===== config.mk =====
export PLATFORM = sky130hd
export DESIGN_NAME = secd_sba_preload_ctrl
export DESIGN_NICKNAME = d
export VERILOG_FILES = /design/src/rtl/secd_preload_pkg.sv /design/src/rtl/secd_dmi_xact.sv /design/src/rtl/secd_sba_preload_ctrl.sv
export SDC_FILE = /design/constraint.sdc
export NUM_CORES = 1
export LEC_CHECK = 0
export ABC_CLOCK_PERIOD_IN_PS = 5000
export CAP_MARGIN = 20
export CORE_ASPECT_RATIO = 1.4
export CORE_MARGIN = 10
export CORE_UTILIZATION = 52
export DETAILED_ROUTE_END_ITERATION = 8
export PLACE_DENSITY = 0.83
export SYNTH_ARGS = -nofsm -noshare
export SYNTH_HDL_FRONTEND = slang
export SYNTH_SLANG_ARGS = --single-unit

===== constraint.sdc =====
create_clock -name clk_i -period 5 [get_ports clk_i]
set_input_delay 0.5 -clock clk_i [delete_from_list [all_inputs] [get_ports clk_i]]
set_output_delay 0.5 -clock clk_i [all_outputs]
set_load 0.05 [all_outputs]

===== src/rtl/secd_preload_pkg.sv =====
// Shared constants and types for the SBA preload sequencer and its DMI issuer.
// Latency: n/a (definitions only).
// Backpressure: n/a (definitions only).
package secd_preload_pkg;

    // Debug-module register addresses on the DMI bus.
    localparam logic [6:0] DMI_DATA0      = 7'h04;
    localparam logic [6:0] DMI_DMCONTROL  = 7'h10;
    localparam logic [6:0] DMI_DMSTATUS   = 7'h11;
    localparam logic [6:0] DMI_COMMAND    = 7'h17;
    localparam logic [6:0] DMI_SBCS       = 7'h38;
    localparam logic [6:0] DMI_SBADDRESS0 = 7'h39;
    localparam logic [6:0] DMI_SBDATA0    = 7'h3C;

    typedef enum logic [1:0] {
        DMI_OP_NOP   = 2'd0,
        DMI_OP_READ  = 2'd1,
        DMI_OP_WRITE = 2'd2
    } dmi_op_e;

    // SBCS / DMStatus field positions.
    localparam int SBCS_SBBUSY_BIT     = 21;
    localparam int SBCS_SBERROR_LSB    = 12;
    localparam int SBCS_SBERROR_MSB    = 14;
    localparam int DMSTATUS_HALTED_BIT = 8;

    // sbaccess=2 (32-bit), sbautoincrement=1.
    localparam logic [31:0] SBCS_CFG_VAL    = 32'h0005_0000;
    // Access register: aarsize=2, transfer, write, regno=DPC.
    localparam logic [31:0] CMD_WRITE_DPC   = 32'h0023_07B1;
    localparam logic [31:0] DMCTL_ACTIVE    = 32'h0000_0001;
    localparam logic [31:0] DMCTL_HALTREQ   = 32'h8000_0001;
    localparam logic [31:0] DMCTL_RESUMEREQ = 32'h4000_0001;

    typedef enum logic [2:0] {
        ERR_NONE    = 3'd0,
        ERR_SBERROR = 3'd1,
        ERR_TIMEOUT = 3'd2,
        ERR_DMI     = 3'd3
    } err_code_e;

    typedef enum logic [3:0] {
        ST_IDLE, ST_INIT, ST_POLL_SB, ST_CFG, ST_ADDR, ST_WAIT_WORD, ST_DATA,
        ST_W_D0, ST_W_HALT, ST_POLL_HALT, ST_W_CLR, ST_W_CMD, ST_W_RES,
        ST_W_END, ST_FIN, ST_ERR
    } state_e;

    typedef enum logic [1:0] {
        X_IDLE, X_REQ, X_RSP
    } xact_state_e;

endpackage


===== src/rtl/secd_dmi_xact.sv =====
// Issues one DMI transaction at a time and reports its outcome.
// Latency: request 1 cycle after req_i, done_o 1 cycle after the response beat.
// Backpressure: request held stable until dmi_req_ready_i; waits indefinitely for the response.
module secd_dmi_xact
    import secd_preload_pkg::*;
#(
    parameter int DmiAddrWidth = 7
) (
    input  logic                    clk_i,
    input  logic                    rst_ni,
    input  logic                    req_i,
    input  logic [DmiAddrWidth-1:0] addr_i,
    input  dmi_op_e                 op_i,
    input  logic [31:0]             data_i,
    output logic                    done_o,
    output logic                    err_o,
    output logic [31:0]             rdata_o,
    output logic                    dmi_req_valid_o,
    input  logic                    dmi_req_ready_i,
    output logic [DmiAddrWidth-1:0] dmi_req_addr_o,
    output logic [1:0]              dmi_req_op_o,
    output logic [31:0]             dmi_req_data_o,
    input  logic                    dmi_resp_valid_i,
    output logic                    dmi_resp_ready_o,
    input  logic [31:0]             dmi_resp_data_i,
    input  logic [1:0]              dmi_resp_resp_i
);

    xact_state_e             state_q, state_d;
    logic [DmiAddrWidth-1:0] addr_q;
    dmi_op_e                 op_q;
    logic [31:0]             data_q;
    logic                    done_q, err_q;
    logic [31:0]             rdata_q;
    logic                    resp_beat;

    assign resp_beat = (state_q == X_RSP) && dmi_resp_valid_i;

    // Next state: accept when idle, move on at the request and response handshakes.
    always_comb begin
        state_d = state_q;
        case (state_q)
            X_IDLE:  if (req_i)            state_d = X_REQ;
            X_REQ:   if (dmi_req_ready_i)  state_d = X_RSP;
            X_RSP:   if (dmi_resp_valid_i) state_d = X_IDLE;
            default:                       state_d = X_IDLE;
        endcase
    end

    // State register, request latch and response capture.
    always_ff @(posedge clk_i or negedge rst_ni) begin
        if (!rst_ni) begin
            state_q <= X_IDLE;
            addr_q  <= '0;
            op_q    <= DMI_OP_NOP;
            data_q  <= '0;
            done_q  <= 1'b0;
            err_q   <= 1'b0;
            rdata_q <= '0;
        end else begin
            state_q <= state_d;
            if (state_q == X_IDLE && req_i) begin
                addr_q <= addr_i;
                op_q   <= op_i;
                data_q <= data_i;
            end
            done_q <= resp_beat;
            if (resp_beat) begin
                err_q   <= (dmi_resp_resp_i != 2'b00);
                rdata_q <= dmi_resp_data_i;
            end
        end
    end

    assign dmi_req_valid_o  = (state_q == X_REQ);
    assign dmi_resp_ready_o = (state_q == X_RSP);
    assign dmi_req_addr_o   = addr_q;
    assign dmi_req_op_o     = op_q;
    assign dmi_req_data_o   = data_q;
    assign done_o           = done_q;
    assign err_o            = err_q;
    assign rdata_o          = rdata_q;

endmodule


===== src/rtl/secd_sba_preload_ctrl.sv =====
// Sequences DMI accesses to preload memory over SBA, then optionally halts/sets DPC/resumes.
// Latency: several DMI round trips per word (write SBData0 plus SBCS polls).
// Backpressure: word stream stalls without limit; DMI request/response handshakes stall the FSM.
module secd_sba_preload_ctrl
    import secd_preload_pkg::*;
#(
    parameter int PollTimeout  = 1024,
    parameter int AddrWidth    = 32,
    parameter int DmiAddrWidth = 7
) (
    input  logic                    clk_i,
    input  logic                    rst_ni,
    input  logic                    start_i,
    input  logic [AddrWidth-1:0]    base_addr_i,
    input  logic                    wake_i,
    input  logic [AddrWidth-1:0]    pc_i,
    input  logic                    word_valid_i,
    output logic                    word_ready_o,
    input  logic [31:0]             word_data_i,
    input  logic                    word_last_i,
    output logic                    busy_o,
    output logic                    done_o,
    output logic                    error_o,
    output logic [2:0]              err_code_o,
    output logic                    dmi_req_valid_o,
    input  logic                    dmi_req_ready_i,
    output logic [DmiAddrWidth-1:0] dmi_req_addr_o,
    output logic [1:0]              dmi_req_op_o,
    output logic [31:0]             dmi_req_data_o,
    input  logic                    dmi_resp_valid_i,
    output logic                    dmi_resp_ready_o,
    input  logic [31:0]             dmi_resp_data_i,
    input  logic [1:0]              dmi_resp_resp_i
);

    localparam int CntW = $clog2(PollTimeout + 1);

    state_e                 state_q, state_d, ret_q, ret_d;
    logic                   issued_q, issued_d;
    logic [CntW-1:0]        poll_cnt_q, poll_cnt_d, poll_next;
    logic [AddrWidth-1:0]   base_q, base_d, pc_q, pc_d;
    logic                   wake_q, wake_d, last_q, last_d, error_q, error_d;
    logic [31:0]            word_q, word_d;
    err_code_e              err_code_q, err_code_d;

    logic                    x_req, x_done, x_err, xact_st;
    logic [6:0]              reg_addr;
    dmi_op_e                 x_op;
    logic [31:0]             x_data, x_rdata;
    logic                    unused_rdata;

    assign unused_rdata = ^x_rdata;
    assign poll_next    = poll_cnt_q + 1'b1;

    secd_dmi_xact #(.DmiAddrWidth(DmiAddrWidth)) u_xact (
        .clk_i            (clk_i),
        .rst_ni           (rst_ni),
        .req_i            (x_req),
        .addr_i           (DmiAddrWidth'(reg_addr)),
        .op_i             (x_op),
        .data_i           (x_data),
        .done_o           (x_done),
        .err_o            (x_err),
        .rdata_o          (x_rdata),
        .dmi_req_valid_o  (dmi_req_valid_o),
        .dmi_req_ready_i  (dmi_req_ready_i),
        .dmi_req_addr_o   (dmi_req_addr_o),
        .dmi_req_op_o     (dmi_req_op_o),
        .dmi_req_data_o   (dmi_req_data_o),
        .dmi_resp_valid_i (dmi_resp_valid_i),
        .dmi_resp_ready_o (dmi_resp_ready_o),
        .dmi_resp_data_i  (dmi_resp_data_i),
        .dmi_resp_resp_i  (dmi_resp_resp_i)
    );

    // Next state: each transactional state issues once, then branches on the outcome.
    always_comb begin
        state_d    = state_q;
        ret_d      = ret_q;
        issued_d   = issued_q;
        poll_cnt_d = poll_cnt_q;
        base_d     = base_q;
        pc_d       = pc_q;
        wake_d     = wake_q;
        word_d     = word_q;
        last_d     = last_q;
        error_d    = error_q;
        err_code_d = err_code_q;
        x_req      = 1'b0;
        x_op       = DMI_OP_WRITE;
        reg_addr   = DMI_DMCONTROL;
        x_data     = DMCTL_ACTIVE;
        xact_st    = 1'b1;

        case (state_q)
            ST_INIT, ST_W_CLR, ST_W_END: begin reg_addr = DMI_DMCONTROL;  x_data = DMCTL_ACTIVE;    end
            ST_POLL_SB:   begin reg_addr = DMI_SBCS;       x_op = DMI_OP_READ; x_data = '0; end
            ST_CFG:       begin reg_addr = DMI_SBCS;       x_data = SBCS_CFG_VAL;           end
            ST_ADDR:      begin reg_addr = DMI_SBADDRESS0; x_data = 32'(base_q);            end
            ST_DATA:      begin reg_addr = DMI_SBDATA0;    x_data = word_q;                 end
            ST_W_D0:      begin reg_addr = DMI_DATA0;      x_data = 32'(pc_q);              end
            ST_W_HALT:    begin reg_addr = DMI_DMCONTROL;  x_data = DMCTL_HALTREQ;          end
            ST_POLL_HALT: begin reg_addr = DMI_DMSTATUS;   x_op = DMI_OP_READ; x_data = '0; end
            ST_W_CMD:     begin reg_addr = DMI_COMMAND;    x_data = CMD_WRITE_DPC;          end
            ST_W_RES:     begin reg_addr = DMI_DMCONTROL;  x_data = DMCTL_RESUMEREQ;        end
            default:      xact_st = 1'b0;
        endcase

        if (xact_st) begin
            if (!issued_q) begin
                x_req    = 1'b1;
                issued_d = 1'b1;
            end else if (x_done) begin
                issued_d = 1'b0;
                if (x_err) begin
                    state_d    = ST_ERR;
                    err_code_d = ERR_DMI;
                end else begin
                    case (state_q)
                        ST_INIT: begin state_d = ST_POLL_SB; ret_d = ST_CFG;       poll_cnt_d = '0; end
                        ST_CFG:  begin state_d = ST_POLL_SB; ret_d = ST_ADDR;      poll_cnt_d = '0; end
                        ST_ADDR, ST_DATA:
                                 begin state_d = ST_POLL_SB; ret_d = ST_WAIT_WORD; poll_cnt_d = '0; end
                        ST_POLL_SB: begin
                            poll_cnt_d = poll_next;
                            if (!x_rdata[SBCS_SBBUSY_BIT]) begin
                                if (x_rdata[SBCS_SBERROR_MSB:SBCS_SBERROR_LSB] != 3'b000) begin
                                    state_d    = ST_ERR;
                                    err_code_d = ERR_SBERROR;
                                end else if (ret_q == ST_WAIT_WORD && last_q) begin
                                    state_d = wake_q ? ST_W_D0 : ST_FIN;
                                end else begin
                                    state_d = ret_q;
                                end
                            end else if (poll_next >= CntW'(PollTimeout)) begin
                                state_d    = ST_ERR;
                                err_code_d = ERR_TIMEOUT;
                            end
                        end
                        ST_W_D0:   state_d = ST_W_HALT;
                        ST_W_HALT: begin state_d = ST_POLL_HALT; poll_cnt_d = '0; end
                        ST_POLL_HALT: begin
                            poll_cnt_d = poll_next;
                            if (x_rdata[DMSTATUS_HALTED_BIT]) begin
                                state_d = ST_W_CLR;
                            end else if (poll_next >= CntW'(PollTimeout)) begin
                                state_d    = ST_ERR;
                                err_code_d = ERR_TIMEOUT;
                            end
                        end
                        ST_W_CLR: state_d = ST_W_CMD;
                        ST_W_CMD: state_d = ST_W_RES;
                        ST_W_RES: state_d = ST_W_END;
                        ST_W_END: state_d = ST_FIN;
                        default:  state_d = ST_ERR;
                    endcase
                end
            end
        end else begin
            case (state_q)
                ST_IDLE: if (start_i) begin
                    base_d     = base_addr_i;
                    pc_d       = pc_i;
                    wake_d     = wake_i;
                    last_d     = 1'b0;
                    error_d    = 1'b0;
                    err_code_d = ERR_NONE;
                    state_d    = ST_INIT;
                end
                // Ready is held while waiting, so each word sees exactly one accepting cycle.
                ST_WAIT_WORD: if (word_valid_i) begin
                    word_d  = word_data_i;
                    last_d  = word_last_i;
                    state_d = ST_DATA;
                end
                default: state_d = ST_IDLE;
            endcase
        end

        if (state_d == ST_ERR && state_q != ST_ERR) error_d = 1'b1;
    end

    // Sequencer state and job context registers.
    always_ff @(posedge clk_i or negedge rst_ni) begin
        if (!rst_ni) begin
            state_q    <= ST_IDLE;
            ret_q      <= ST_IDLE;
            issued_q   <= 1'b0;
            poll_cnt_q <= '0;
            base_q     <= '0;
            pc_q       <= '0;
            wake_q     <= 1'b0;
            word_q     <= '0;
            last_q     <= 1'b0;
            error_q    <= 1'b0;
            err_code_q <= ERR_NONE;
        end else begin
            state_q    <= state_d;
            ret_q      <= ret_d;
            issued_q   <= issued_d;
            poll_cnt_q <= poll_cnt_d;
            base_q     <= base_d;
            pc_q       <= pc_d;
            wake_q     <= wake_d;
            word_q     <= word_d;
            last_q     <= last_d;
            error_q    <= error_d;
            err_code_q <= err_code_d;
        end
    end

    assign busy_o       = (state_q != ST_IDLE);
    assign done_o       = (state_q == ST_FIN) || (state_q == ST_ERR);
    assign word_ready_o = (state_q == ST_WAIT_WORD);
    assign error_o      = error_q;
    assign err_code_o   = err_code_q;

endmodule


Yosys cells after proc, flatten, opt, wreduce, memory -nomap -nowiden
Index checks and enable logic that the tools add are counted.
- output and inout port bits: 50
- bits in registers: 189
- logic and storage cells: 129
- $lt $le $gt $ge: 1
- reduce and logical (&&, ||, !) cells: 31
- multiplexer cells: 45
- bitwise gates (word level): 2
- $add $sub $neg: 1
- equal/unequal tests: 31
- operators with widths (kind ; number):
    32-bit one-hot mux with 8 select lines ; 1
    4-bit two-way mux ; 12
    4-bit equality test, second input constant ; 9
    4-bit one-hot mux with 9 select lines ; 1
    6-bit one-hot mux with 6 select lines ; 1
    3-bit two-way mux ; 10
    11-bit one-hot mux with 2 select lines ; 1
    4-bit by 3-bit equality test with 1-bit output, second input constant ; 5
    2-bit nonzero test ; 7
    4-bit one-hot mux with 3 select lines ; 1
    3-bit AND reduction ; 4
    12-bit OR reduction ; 1
    11-bit by 1-bit adder with 11-bit output, second input constant ; 1
    11-bit greater-or-equal comparator, second input constant ; 1
    1-bit two-way mux ; 10
    5-bit AND reduction ; 2
    4-bit by 2-bit equality test with 1-bit output, second input constant ; 2
    2-bit two-way mux ; 4
    2-bit by 1-bit != test with 1-bit output, second input constant ; 4
    2-bit != test, second input constant ; 4
    4-bit one-hot mux with 2 select lines ; 1
    7-bit AND reduction ; 1
    2-bit one-hot mux with 3 select lines ; 1
    3-bit one-hot mux with 2 select lines ; 1
    19 further kinds ; 26

Logic depth before layout (Yosys ltp)
Gate-level depths: netlist of the first run.
- depth after elaboration: 14
- gate-level depth with buffers: 9
- depth with buffers taken out: 7

Cells and area by module
From an unflattened synthesis of the first run, not the netlist that was laid out.
- cell total of the unflattened synthesis: 858
- area total of the unflattened synthesis: 9187.6 um^2
- by module, submodules not included (module ; instances ; area an instance (um^2) ; cells each):
    secd_sba_preload_ctrl ; 1 ; 6158.4 ; 689
    secd_dmi_xact ; 1 ; 3029.2 ; 169

Worst setup path after synthesis of the first run
OpenSTA, ideal clock, no wires.
- path type: register to register
- start point: reg state_q[3]
- end point: reg u_xact.data_q[10] (netlist: u_xact.dmi_req_data_o[10])
- path buffers: 3
- arrival: 1976 ps
- setup time: 121 ps
- cell stages (with the launch flop): 9
- slack: 2903 ps
- required time: 4879 ps
- path through: dfrtp_1 -> buf_2 -> buf_2 -> nand3_1 -> inv_1 -> nor2_1 -> nand2_1 -> clkbuf_1 -> a22o_1
- word-level cells in the longest chain between the ends: 5
- elaborated cells between the ends (all ways): 18
- classes of those cells: eq/ne (12); mux (3); reduce/logical (3)
- RTL lines (element ; line ; source):
    start, declared ; secd_sba_preload_ctrl.sv:38 ; state_e state_q, state_d, ret_q, ret_d;
    start signal, assigned ; secd_sba_preload_ctrl.sv:198 ; state_q <= state_d;
    4-bit equality test, or another cell as far along ; secd_sba_preload_ctrl.sv:95 ; case (state_q)
    12-bit OR reduction (no source line) ; n/a ;
    1-bit two-way mux ; secd_sba_preload_ctrl.sv:95 ;
    1-bit two-way mux ; secd_sba_preload_ctrl.sv:109 ; if (xact_st) begin
    1-bit logical AND ; secd_dmi_xact.sv:62 ; if (state_q == X_IDLE && req_i) begin
    end signal, assigned ; secd_dmi_xact.sv:65 ; data_q <= data_i;
    end, declared ; secd_dmi_xact.sv:32 ; logic [31:0] data_q;
Parallel ways exist; a longest one is shown, timed or not.
A chain may end at the register's enable or synchronous reset.

Final worst setup path of the first run
- start point: reg state_q[1]
- end point: out done_o
- word-level cells in the longest chain between the ends: 2
- elaborated cells between the ends (all ways): 3
- classes of those cells: eq/ne (2); reduce/logical (1)
- RTL lines (element ; line ; source):
    4-bit equality test ; secd_sba_preload_ctrl.sv:213 ; assign done_o = (state_q == ST_FIN) || (state_q == ST_ERR);
    1-bit logical OR * ; secd_sba_preload_ctrl.sv:213 ;
    end, declared ; secd_sba_preload_ctrl.sv:22 ; output logic done_o,
Mark *: on every way between the ends. The rest lies on a longest branch, timed or not.

==> results of run 1 <==
final cells by class:
type,count,area (um2),share of cell area
flip-flops and latches,169,4230,0.418
repair buffers,171,1680,0.166
clock inverters,12,114,0.0112
diodes,1,2.50,0.000247
clock buffers,20,467,0.0461
multi-input cells,577,3350,0.331
inverters,12,45.0,0.00445
well taps,192,240,0.0237
metrics by stage:
step	power (mW)	setup slack [ns]	hold WS (ns)	std cells	instance area [um2]
global route	6.09	1.45	0.129	1154	10100
CTS	5.76	1.62	0.102	1153	10100
detailed placement	4.46	1.92	0.462	1121	9550
finish	5.74	1.57	0.0844	1154	10100
global placement	4.38	1.93	0.457	1121	9550
floorplan	3.74	2.90	0.204	810	7840
cell usage after synthesis, drive strengths merged, types with 5 or more instances:
cell | number | share of area
dfrtp | 169 | 0.54
mux2i | 29 | 0.037
nor2 | 29 | 0.014
a21oi | 30 | 0.019
nor4 | 6 | 0.0056
buf | 20 | 0.014
a211oi | 5 | 0.0061
nor3 | 5 | 0.0032
o21ai | 63 | 0.040
a31oi | 8 | 0.0064
mux2 | 39 | 0.056
o22ai | 9 | 0.0072
and3 | 8 | 0.0064
inv | 11 | 0.0053
clkbuf | 32 | 0.015
and2 | 5 | 0.0040
nand2 | 241 | 0.12
a22o | 34 | 0.038
nand3 | 8 | 0.0051
nor2b | 7 | 0.0056
power breakdown:
| group | switching, mW | internal, mW |
|---|---|---|
| combinational | 1.34 | 0.851 |
| sequential | 0.401 | 1.87 |
| clock | 0.554 | 0.730 |
| total | 2.30 | 3.45 |
flip-flops by register name, indices dropped and copies added, names as in the netlist, 2 cells and up:
name	flops
pc_q	32
u_xact.rdata_o	5
u_xact.state_q	2
ret_q	3
u_xact.dmi_req_op_o	2
u_xact.dmi_req_data_o	32
word_q	32
state_q	4
u_xact.dmi_req_addr_o	5
base_q	32
poll_cnt_q	11
err_code_o	3
path summary, 6_finish.rpt:
check,from,endpoint,cells after the start
setup / recovery,state_q[1]$_DFF_PN0_,done_o,3
min in group clk_i,base_q[29]$_DFFE_PN0P_,base_q[29]$_DFFE_PN0P_,2
max in group asynchronous,rst_ni,word_q[10]$_DFFE_PN0P_,2
hold / removal,rst_ni,word_q[30]$_DFFE_PN0P_,1
hold reg to reg,base_q[29]$_DFFE_PN0P_,base_q[29]$_DFFE_PN0P_,2
setup reg to reg,state_q[1]$_DFF_PN0_,err_code_o[2]$_DFFE_PN0P_,6
critical path: cells and delay by family (launching register included):
kind                   cells  cell delay (ns)
DFF                        1             1.05
buffers and inverters      2             1.01
and+or+nand+nor            1             0.43
kinds of logic (layout without fill, tap and decap cells):
family,count (synthesis),in the layout,synth area share
other,1,2,0.000478
DFF,169,169,0.539
AOI/OAI and AO/OA,174,174,0.146
adders and majority gates,1,1,0.00160
buffers and inverters,64,215,0.0348
muxes,68,68,0.0930
xor gates and xnor gates,2,2,0.00223
and+or+nand+nor,331,331,0.183
metal layers:
metal	vias up	GRT usage
li1	3082	-
met2	252	0.375
met4	0	0.0881
met3	38	0.0470
met5	-	0
met1	3297	0.258
==> summary.txt, run 1 <==
Global routing
  • Global-route wire length before repair: 34700 um
  • Grt ovf: 0
  • Initial antenna violation count: 1
  • Tot GR Track Use: 0.218
  • Largest net degree at the start of global routing: 74
  • Vias in the first global route: 6629

Place
  • Final GP Congestion: 0.891
  • PortBufs: 159
  • Detailed-placement wirelength estimate: 15300 um

Timing
  • TNS Setup: 0 ns
  • Relative slew slack: 0.273
  • Slew Limit Fails: 0
  • Min cycle time layout: 3.43 ns
  • Worst-Margin Slew: 1.09 ns
  • Finish-stage setup viols: 0
  • RSZ-0062 raised after global routing: false
  • Max Fclk: 292 MHz
  • Fin Clk Skew: 0.0124 ns
  • Final worst-path cycle share: 0.686
  • Fin. Hold Viols: 0

Logic synthesis
  • Cell Area, Synth: 7840 um2
  • Ys Warns: 0
  • Number of synthesized flops with an enable pin: 0
  • Sequential area share after synthesis: 0.539
  • Synth Net Count: 949
  • Mean Syn Cell Area: 9.68 um2
  • Synthesized flop and latch total: 169
  • Top_reg_cell synth: dfrtp_1
  • Synth unique cells: 62
  • Syn Inst Count: 810
  • Post-synth ARST share: 1.00

Drt
  • DRC: 0
  • Final WL: 22400 um
  • DR top layer: met4
  • DRT iter0 DRCs: 504
  • Pre-antenna DRT Iters: 5
  • WL met1: 8780 um
  • Met3 WL: 1450 um
  • Wirelength per Cell: 19.4 um
  • Met2 WL post-DR: 11600 um
  • Vias: 6669
  • Post-route ant nets: 0
  • Vias/cell: 5.78

Worst setup path
  • Critical path's slowest cell: dfrtp_2
  • Crit path launch type: flip-flop
  • Critical Path RT: 4.50 ns
  • Crit. End Element: primary output
  • Crit path kind: flip-flop to primary output
  • Crit path arrival time: 2.93 ns
  • CP Cell Sequence: nand3_1, inv_1, clkdlybuf4s50_1
  • Crit-path max FO: 42
  • Reg-to-reg slack, setup: 1.85 ns
  • Largest stage delay, worst path: 1.05 ns

Finish
  • Fin util: 0.679
  • Commonest cells after routing, fill and taps aside: nand2_1, dfrtp_1, clkdlybuf4s50_1
  • Commonest non-fill, non-tap cell in the layout: nand2_1
  • Final net count: 1087
  • P&R area growth vs syn: 29.2%
  • Fraction of layout cells with a size suffix above 1: 0.102
  • FILL cells: 1179

Worst hold path
  • Hold Crit Class: input pin to asynchronous set/reset pin

Clocking
  • Post-CTS Setup Bufs: 0
  • Clock sinks: 169
  • Clock Tree Buf Depth: 2
  • Reg clk slew, reported paths: 0.07 ns
  • CTS Root Buffer Type: clkbuf_16
  • CTS Buf Count: 17
  • # resized after CTS: 0
  • TritonCTS clock tree: yes
  • H-tree Lvls: 4
  • Worst skew pair latency: 0.42 ns
  • Post-CTS Hold Buffers: 0

Pwr
  • VDD IR-drop max: 0.340 mV
  • Static Leak: 4.62 nW
  • PD cells: 567 nW/um2

Job
  • Max-Cap Viols: 0

Run status
  • Run status: complete, no violations

Floorplanning
  • Die H: 165 um
  • Num rows: 53
  • Io pins: 188
  • Die area: 20500 um2
  • Die Wd: 124 um
  • CORE AREA: 14900 um2
  • Starting Density: 0.526
Power figures use the tool's default switching activity.
==> inputs of run 2 (changes only) <==
--- a/config.mk
+++ b/config.mk
@@ -5,13 +5,13 @@
 export SDC_FILE = /design/constraint.sdc
 export NUM_CORES = 1
 export LEC_CHECK = 0
-export ABC_CLOCK_PERIOD_IN_PS = 5000
+export ABC_CLOCK_PERIOD_IN_PS = 2900
 export CAP_MARGIN = 20
 export CORE_ASPECT_RATIO = 1.4
 export CORE_MARGIN = 10
-export CORE_UTILIZATION = 52
+export CORE_UTILIZATION = 45
 export DETAILED_ROUTE_END_ITERATION = 8
-export PLACE_DENSITY = 0.83
+export PLACE_DENSITY = 0.76
 export SYNTH_ARGS = -nofsm -noshare
 export SYNTH_HDL_FRONTEND = slang
 export SYNTH_SLANG_ARGS = --single-unit
==> constraint.sdc (replaced) <==
create_clock -name clk_i -period 2.9 [get_ports clk_i]
set_input_delay 0.29 -clock clk_i [delete_from_list [all_inputs] [get_ports clk_i]]
set_output_delay 0.29 -clock clk_i [all_outputs]
set_load 0.05 [all_outputs]
==> run 2 against run 1 <==
  * Wire length up 1.6%
  * Via count down 0.40%
  * Critical path type unchanged
  * Clock power up 81%
  * Sequential power up 71%
  * Clock skew down 0.0034 ns
  * Largest cell class unchanged
  * Worst setup slack worse by 1.4 ns
  * Non-clock buffer count up 20
==> summary.txt, run 2 (synthesis gave the netlist of run 1 again) <==
Worst setup path
  • Crit path kind: flip-flop to primary output
  • Critical path's slowest cell: clkdlybuf4s50_1
  • Worst R2R Start: state_q[3]$_DFF_PN0_
  • Largest stage delay, worst path: 0.74 ns (-0.31 ns)
  • Reg-to-reg slack, setup: 0.50 ns (-1.35 ns)
  • Crit path launch type: flip-flop
  • CP Cell Sequence: nor4_2, inv_1, clkdlybuf4s50_1
  • Top cell family by delay on the critical path: buffers and inverters
  • Crit path depth: 3 (unchanged)
  • CP Capture Point: busy_o
  • Critical Path RT: 2.61 ns (-1.89 ns)
  • Worst setup startpoint: state_q[3]$_DFF_PN0_
  • Crit path arrival time: 2.43 ns (-0.50 ns)
  • Reg-to-Reg End: err_code_o[2]$_DFFE_PN0P_
  • Crit-path max FO: 17 (-60%)
  • Register-to-Register Path Depth: 7 (+1)
  • Crit. End Element: primary output
  • Buffers and inverters on the worst path: 2 (unchanged)

Timing
  • Min cycle time layout: 2.72 ns
  • Final worst-path cycle share: 0.937
  • TNS Setup: 0 ns (unchanged)
  • Slew Limit Fails: 0 (unchanged)
  • RSZ-0062 raised after global routing: false
  • Fin Clk Skew: 0.00905 ns (-0.00337 ns)
  • Max Fclk: 368 MHz
  • Relative slew slack: 0.455 (+0.182)
  • Fin. Hold Viols: 0 (unchanged)
  • Worst-Margin Slew: 0.818 ns (-0.271 ns)
  • Finish-stage setup viols: 0 (unchanged)

Floorplanning
  • Die Wd: 132 um (+6.3%)
  • Starting Density: 0.454 (-0.0712)
  • Die area: 23200 um2 (+13%)
  • Die H: 176 um (+6.6%)
  • CORE AREA: 17300 um2 (+16%)
  • Num rows: 57 (+7.5%)
  • Io pins: 188 (unchanged)

Job
  • Max-Cap Viols: 0 (unchanged)

Run status
  • Run status: complete, no violations

Worst hold path
  • Hold Crit Class: input pin to flip-flop
  • Worst hold stages: 3

Clocking
  • Worst skew pair latency: 0.43 ns (about the same)
  • H-tree Lvls: 4 (unchanged)
  • Clock Tree Buf Depth: 2 (unchanged)
  • CTS Buf Count: 17 (unchanged)
  • Reg clk slew, reported paths: 0.07 ns (about the same)
  • Clock sinks: 169 (unchanged)
  • Post-CTS Setup Bufs: 0 (unchanged)
  • TritonCTS clock tree: yes
  • CTS Root Buffer Type: clkbuf_16

Place
  • Final GP Congestion: 0.948 (+6.4%)
  • PortBufs: 159 (unchanged)
  • Detailed-placement wirelength estimate: 16100 um (+5.7%)

Finish
  • Commonest non-fill, non-tap cell in the layout: nand2_1
  • FILL cells: 1503 (+27%)
  • Final net count: 1107 (+1.8%)
  • Fraction of layout cells with a size suffix above 1: 0.120 (+0.0183)
  • Commonest cells after routing, fill and taps aside: nand2_1, dfrtp_1, clkdlybuf4s50_1
  • Register area: 4230 um2 (unchanged)
  • P&R area growth vs syn: 32.5%
  • Fin util: 0.602 (-0.0771)
  • Footprint of the multi-input gates: 3350 um2 (unchanged)

Pwr
  • PD cells: 973 nW/um2 (+72%)
  • Static Leak: 4.75 nW (+2.8%)
  • VDD IR-drop max: 0.480 mV (+41%)

Drt
  • Final WL: 22800 um (+1.6%)
  • Pre-antenna DRT Iters: 5 (unchanged)
  • Vias: 6642 (-0.40%)
  • Vias/cell: 5.45 (-5.7%)
  • Wirelength per Cell: 18.7 um (-3.9%)
  • DRT iter0 DRCs: 637 (+26%)
  • DRC: 0 (unchanged)
  • Post-route ant nets: 0 (unchanged)

Global routing
  • Vias in the first global route: 6757 (+1.9%)
  • Initial antenna violation count: 2 (+1)
  • Global-route wire length before repair: 36400 um (+4.7%)
  • Tot GR Track Use: 0.196 (-0.0224)
  • Grt ovf: 0 (unchanged)
  • Largest net degree at the start of global routing: 72 (-2.7%)
-- run 2: through the flow --
stage / setup WS [ns] / hold slack, ns / area [um2] / total power, mW / cells
after floorplan: 0.803 / -0.00559 / 7840 / 6.44 / 810
after global placement: 0.547 / 0.342 / 9770 / 7.71 / 1184
after detailed placement: 0.513 / 0.346 / 9770 / 7.83 / 1184
after CTS: 0.164 / 0.361 / 10400 / 10.2 / 1217
after global routing: 0.0337 / 0.375 / 10400 / 10.8 / 1219
final: 0.183 / 0.376 / 10400 / 10.1 / 1219
-- run 2: power breakdown --
part | switching [mW] | leakage, nW | internal [mW] | total [mW]
registers | 0.662 | 2.19 | 3.22 | 3.88
logic | 2.36 | 2.25 | 1.56 | 3.91
clock network | 1.00 | 0.297 | 1.31 | 2.32
total | 4.02 | 4.75 | 6.09 | 10.1
-- run 2: how the worst min path moves through the flow --
stage                                  end  slack, ns            start
global route        base_q[15]$_DFFE_PN0P_       0.38  base_addr_i[15]
floorplan            base_q[0]$_DFFE_PN0P_     -0.006           rst_ni
finish              base_q[15]$_DFFE_PN0P_       0.38  base_addr_i[15]
global placement      pc_q[14]$_DFFE_PN0P_       0.34           rst_ni
CTS                 base_q[15]$_DFFE_PN0P_       0.36  base_addr_i[15]
detailed placement    pc_q[14]$_DFFE_PN0P_       0.35           rst_ni
-- run 2: timing repair --
action / 4_1_cts / 5_1_grt
resized for setup: 0 / 0
hold endpoints to repair: 69 / 0
hold buffers: 1 / 0
-- run 2: worst min-delay path: stages --
cell and delay, ns:
clkdlybuf4s50_1 0.39, nand2_1 0.05, nand2_1 0.04
-- run 2: cell type report --
| cell class | instances | share of cell area |
|---|---|---|
| clock inverters | 14 | 0.0159 |
| clock buffers | 18 | 0.0423 |
| diodes | 2 | 0.000482 |
| repair buffers | 191 | 0.179 |
| well taps | 236 | 0.0284 |
| flip-flops and latches | 169 | 0.407 |
| multi-input cells | 577 | 0.322 |
| inverters | 12 | 0.00434 |
-- run 2: routing by layer --
layer / part of all wire / vias up / track usage
met5: 0 / - / 0
met4: 0.026 / 0 / 0.0841
met3: 0.047 / 37 / 0.0441
met2: 0.52 / 200 / 0.337
met1: 0.41 / 3270 / 0.231
li1: - / 3135 / -
